[config.mk]
export PLATFORM = sky130hd
export DESIGN_NAME = musicbox_seq
export DESIGN_NICKNAME = d
export VERILOG_FILES = /design/src/rtl/musicbox_seq.sv
export SDC_FILE = /design/constraint.sdc
export NUM_CORES = 1
export LEC_CHECK = 0
export CAP_MARGIN = 0
export CORE_MARGIN = 10
export CORE_UTILIZATION = 45
export CTS_CLUSTER_DIAMETER = 150
export DETAILED_ROUTE_END_ITERATION = 10
export SLEW_MARGIN = 40
export SYNTH_ARGS = -nofsm -noshare
export SYNTH_HDL_FRONTEND = slang
export SYNTH_SLANG_ARGS = --single-unit
[constraint.sdc]
create_clock -name CLOCK_50 -period 12.7 [get_ports CLOCK_50]
set_input_delay 2.54 -clock CLOCK_50 [delete_from_list [all_inputs] [get_ports CLOCK_50]]
set_output_delay 2.54 -clock CLOCK_50 [all_outputs]
set_load 0.005 [all_outputs]
[src/rtl/musicbox_seq.sv]
// Melody player: walks a note ROM and turns each entry into a square wave on SPEAKER.
// Each entry sets its pitch (semitone + octave), its length in beats and whether it is a rest.
module musicbox_seq #(
    parameter int ADDR_W      = 8,
    parameter int BEAT_CYCLES = 12500000,
    parameter int GAP_CYCLES  = 500000
) (
    input  logic              CLOCK_50,
    input  logic              RESET,
    input  logic              PLAY,
    input  logic              LOOP,
    output logic [ADDR_W-1:0] ROM_ADDR,
    input  logic [11:0]       ROM_DATA,
    output logic              SPEAKER,
    output logic              LED,
    output logic              BUSY,
    output logic              DONE
);
    // state   | meaning
    // IDLE    | parked at address 0, waiting for PLAY
    // ADDR    | address stable while the ROM performs its registered read
    // LOAD    | decode entry: end marker handling or note setup
    // NOTE    | tone and duration counters running
    // STOPPED | song finished without looping; wait for PLAY to drop
    typedef enum logic [2:0] {IDLE, ADDR, LOAD, NOTE, STOPPED} state_t;

    localparam logic [31:0]       BEAT      = 32'(BEAT_CYCLES);
    localparam logic [31:0]       GAP       = 32'(GAP_CYCLES);
    localparam logic [ADDR_W-1:0] LAST_ADDR = '1;

    state_t      state;
    logic [31:0] dur_cnt;
    logic [19:0] tone_cnt;
    logic [19:0] hp_m1;
    logic        is_rest;
    logic        at_end;

    logic [3:0]  len_m1;
    logic        rest_bit;
    logic [2:0]  oct;
    logic [3:0]  semi;
    logic        end_marker;
    logic        entry_rest;
    logic [19:0] base;
    logic [19:0] hp_new;
    logic [31:0] dur_new;

    always_comb begin
        len_m1     = ROM_DATA[11:8];
        rest_bit   = ROM_DATA[7];
        oct        = ROM_DATA[6:4];
        semi       = ROM_DATA[3:0];
        // at_end: the last address has been played, so the next fetch acts as an end marker
        end_marker = at_end || (rest_bit && (semi == 4'hF));
        entry_rest = rest_bit || (semi >= 4'd12);
        case (semi)
            4'd0:    base = 20'd764458;
            4'd1:    base = 20'd721550;
            4'd2:    base = 20'd681048;
            4'd3:    base = 20'd642824;
            4'd4:    base = 20'd606745;
            4'd5:    base = 20'd572688;
            4'd6:    base = 20'd540541;
            4'd7:    base = 20'd510208;
            4'd8:    base = 20'd481571;
            4'd9:    base = 20'd454545;
            4'd10:   base = 20'd429034;
            4'd11:   base = 20'd404955;
            default: base = 20'd1;
        endcase
        hp_new  = base >> oct;
        dur_new = ({28'd0, len_m1} + 32'd1) * BEAT - 32'd1;
    end

    always_ff @(posedge CLOCK_50) begin
        if (RESET) begin
            state    <= IDLE;
            ROM_ADDR <= '0;
            SPEAKER  <= 1'b0;
            LED      <= 1'b0;
            BUSY     <= 1'b0;
            DONE     <= 1'b0;
            dur_cnt  <= '0;
            tone_cnt <= '0;
            hp_m1    <= '0;
            is_rest  <= 1'b1;
            at_end   <= 1'b0;
        end else begin
            DONE    <= 1'b0;
            SPEAKER <= 1'b0;
            LED     <= 1'b0;
            if ((state inside {ADDR, LOAD, NOTE}) && !PLAY) begin
                state    <= IDLE;
                ROM_ADDR <= '0;
                BUSY     <= 1'b0;
                at_end   <= 1'b0;
            end else begin
                case (state)
                    IDLE: begin
                        ROM_ADDR <= '0;
                        at_end   <= 1'b0;
                        if (PLAY) begin
                            state <= ADDR;
                            BUSY  <= 1'b1;
                        end
                    end
                    ADDR: state <= LOAD;
                    LOAD: begin
                        if (end_marker) begin
                            at_end   <= 1'b0;
                            ROM_ADDR <= '0;
                            if (LOOP) begin
                                state <= ADDR;
                            end else begin
                                state <= STOPPED;
                                BUSY  <= 1'b0;
                                DONE  <= 1'b1;
                            end
                        end else begin
                            state    <= NOTE;
                            dur_cnt  <= dur_new;
                            hp_m1    <= hp_new - 20'd1;
                            tone_cnt <= hp_new - 20'd1;
                            is_rest  <= entry_rest;
                            LED      <= !entry_rest && (dur_new >= GAP);
                        end
                    end
                    NOTE: begin
                        if (dur_cnt == '0) begin
                            state <= ADDR;
                            if (ROM_ADDR == LAST_ADDR) at_end <= 1'b1;
                            else ROM_ADDR <= ROM_ADDR + 1'b1;
                        end else begin
                            dur_cnt <= dur_cnt - 32'd1;
                            // outputs are registered, so decide on the sounding state of the next cycle
                            if (!is_rest && (dur_cnt > GAP)) begin
                                LED <= 1'b1;
                                if (tone_cnt == '0) begin
                                    tone_cnt <= hp_m1;
                                    SPEAKER  <= !SPEAKER;
                                end else begin
                                    tone_cnt <= tone_cnt - 20'd1;
                                    SPEAKER  <= SPEAKER;
                                end
                            end else begin
                                tone_cnt <= hp_m1;
                            end
                        end
                    end
                    STOPPED: begin
                        if (!PLAY) state <= IDLE;
                    end
                    default: begin
                        state    <= IDLE;
                        ROM_ADDR <= '0;
                        BUSY     <= 1'b0;
                    end
                endcase
            end
        end
    end
endmodule

==> impl_metrics.yaml <==
status:
  status: "complete, no violations"
detailed_routing:
  route.met3.wl_mm: 1.01
  num_vias: 8340
  drc_errors: 0
  drt-initial-drc-count: 587
  dr.max_layer_used: "met4"
  wl_met1_mm: 11.9
  wl_met2_mm: 10.1
  viasPerCell: 5.88
  ant_nets: 0
  routedWlPerCell_um: 16.4
  drtPass1Iterations: 5
  routed_wl_mm: 23.3
setup_path:
  path_class: "input pin to flop"
  cp.required_ps: 12950
  regToRegSetupSlack_ps: 9330
  cp_max_fo: 11
  critPathMostFrequentCell: "ha_1"
  cp-start-kind: "input pin"
  worstPathCellList: "clkdlybuf4s50_1, ha_1, xor2_1, inv_1, fa_1, inv_1, ha_1, fa_1, ha_1, o21ai_0, a21oi_1, o31ai_1, a21oi_1, or3_1, a211oi_1, nand2_1, or4_4, a211oi_1"
  r2r-end: "tone_cnt[13]$_SDFFE_PP0P_"
  crit_slowest_cell: "clkdlybuf4s50_1"
  critPathTopFamily: "adder cells"
  cpPeakStageDelay_ps: 840
  r2r_cells: 12
  regToRegStartpoint: "dur_cnt[0]$_SDFFE_PP0P_"
  cp_num_buf_inv: 3
  worstPathArrival_ps: 8540
  cp-end-kind: "flop"
layout:
  syn2layout_area_growth_pct: 7.25
  final_cell_mix: "nor2_1, nand2_1, a21oi_1"
  antenna_cells: 0
  fin_nets: 1237
  final_common_cell: "nor2_1"
  fin_util: 0.494
  drive_gt1_frac: 0.0674
worst_hold_path:
  min_delay_path_depth: 2
  holdCritStartpoint: "hp_m1[3]$_SDFFE_PP0P_"
  hold_class: "flop to flop"
  min_to: "hp_m1[3]$_SDFFE_PP0P_"
global_route:
  grt_overflow: 0
  grt_pass1_wl_mm: 38.9
  antenna_found_initial: 0
  grt_max_degree: 76
  track_usage: 0.177
  grt_pass1_vias: 7437
placed_design:
  io_buffers: 27
  dp_hpwl_mm: 16.8
  gp_congestion: 0.860
die:
  dieArea_sq_mm: 0.0253
  io_pins: 28
  rows: 50
  die_width_um: 159
  initial_core_util: 0.461
  fp.dieH_um: 159
  core_sq_mm: 0.0189
synthesis:
  synth_area_leaders: "dfxtp_1, ha_1, a21oi_1"
  syn_area_per_cell_sq_um: 7.40
  ys_warn_count: 0
  synth_edf_count: 0
  async_flop_share: 0
  synth_top_area_cell: "dfxtp_1"
  seq_area_frac_synth: 0.205
  syn_nets: 1260
  synth_cells: 1176
  synth.distinct_cells: 94
  ys_seq_elements: 89
  synth_top_area_frac: 0.205
  synth.cell_area_sq_mm: 0.00870
  synth-main-ff-cell: "dfxtp_1"
sta:
  skew_ps: 12.9
  finalSetupViolCount: 0
  hold_viol: 0
  min_period_ps: 8290
  fin_crit_sh: 0.653
  rsz0062_at_grt: "false"
  fmax_mhz: 121
  maxSlewHeadroom: 0.555
  setup_tns_ps: 0
  worst_slew_pin_slew_ps: 665
  final_max_slew_viol_count: 0
cts:
  cts_tree: "built"
  cts_buffers: 9
  postCtsHoldBufs: 0
  insertion_delay_ps: 340
  root_buffer: "clkbuf_16"
  cts_resized: 0
  postCtsSetupRepairBufs: 0
  htreeDepth: 3
  cts_sinks: 89
  cts_buffer_depth: 2
  clkTransAtPathRegs_ps: 60
pwr:
  powerDensity_mw_per_mm2: 129
  vdd_drop_max_uv: 63.6
  p_leak_nw: 3.50
flow_run:
  drv_cap: 0
-- final cells by class --
cell class,count,area (sq um)
fillers,1944,9560
multi-input cells,963,6390
well taps,260,325
clock inverters,6,41.3
clock buffers,10,239
repair buffers,40,367
flip-flops and latches,89,1780
inverters,50,188
-- worst reg2reg max path, delay by kind of cell, from the launching register on --
kind | cells | cell delay (ps)
compound gates | 6 | 1330
simple gates | 3 | 940
buf+inv | 2 | 440
flops | 1 | 320
fa+ha+maj | 1 | 190
-- registers in the layout (all words and copies together) (netlist names) --
name      flops
state         3
SPEAKER       1
is_rest       1
tone_cnt     20
hp_m1        20
BUSY          1
DONE          1
ROM_ADDR      8
at_end        1
dur_cnt      32
LED           1
-- power by group --
group | switching, mW | internal [mW] | leakage (nW)
sequential | 0.0123 | 0.291 | 0.721
combinational | 0.395 | 0.247 | 2.64
clock | 0.117 | 0.138 | 0.131
total | 0.524 | 0.676 | 3.50
-- metrics by stage --
| step | instances | hold WS [ps] | setup WS [ps] | power (mW) | area, sq um |
|---|---|---|---|---|---|
| 4_1_cts | 1418 | 455 | 4370 | 1.20 | 9330 |
| 2_1_floorplan | 1176 | 425 | 5470 | 0.804 | 8700 |
| 6_report | 1418 | 452 | 4410 | 1.20 | 9330 |
| 3_5_place_dp | 1402 | 447 | 4040 | 0.941 | 9050 |
| 5_1_grt | 1418 | 475 | 3900 | 1.29 | 9330 |
| 3_3_place_gp | 1402 | 437 | 4120 | 0.942 | 9050 |
-- cell families (layout without fill, tap and decap cells) --
family	count (synthesis)	after routing	synth area share
compound gates	336	336	0.252
flops	89	89	0.205
buf+inv	124	106	0.0611
mux	24	24	0.0342
fa+ha+maj	68	68	0.112
xor+xnor	57	57	0.0574
simple gates	478	478	0.279
-- routing by layer --
metal  global-route usage  vias up
met1                0.262     3931
met2                0.265      158
met3               0.0194       21
met4               0.0409        0
li1                     -     4230
met5                    0        -
-- synthesized netlist by cell type, types with 14 or more instances --
| master | count |
|---|---|
| or3_1 | 23 |
| a21oi_1 | 94 |
| clkbuf_1 | 46 |
| nor4_1 | 19 |
| nor2_1 | 122 |
| nand2b_1 | 18 |
| xnor2_1 | 33 |
| a211oi_1 | 22 |
| o21ai_0 | 79 |
| buf_2 | 14 |
| ha_1 | 51 |
| nand3_1 | 31 |
| xor2_1 | 24 |
| inv_1 | 49 |
| o211ai_1 | 18 |
| nand2_1 | 112 |
| nor3_1 | 58 |
| dfxtp_1 | 89 |
| fa_1 | 17 |
-- worst max-delay path by stage --
stage | startpoint | endpoint | slack (ps) | depth (start not counted)
after floorplan | ROM_DATA[9] | dur_cnt[31]$_SDFFE_PP0P_ | 5470 | 17
after global placement | ROM_DATA[8] | dur_cnt[31]$_SDFFE_PP0P_ | 4120 | 18
after detailed placement | ROM_DATA[8] | dur_cnt[31]$_SDFFE_PP0P_ | 4040 | 18
after CTS | ROM_DATA[8] | dur_cnt[31]$_SDFFE_PP0P_ | 4370 | 18
after global routing | ROM_DATA[8] | dur_cnt[31]$_SDFFE_PP0P_ | 3900 | 18
final | ROM_DATA[8] | dur_cnt[31]$_SDFFE_PP0P_ | 4410 | 18
Power figures use the tool's default switching activity.
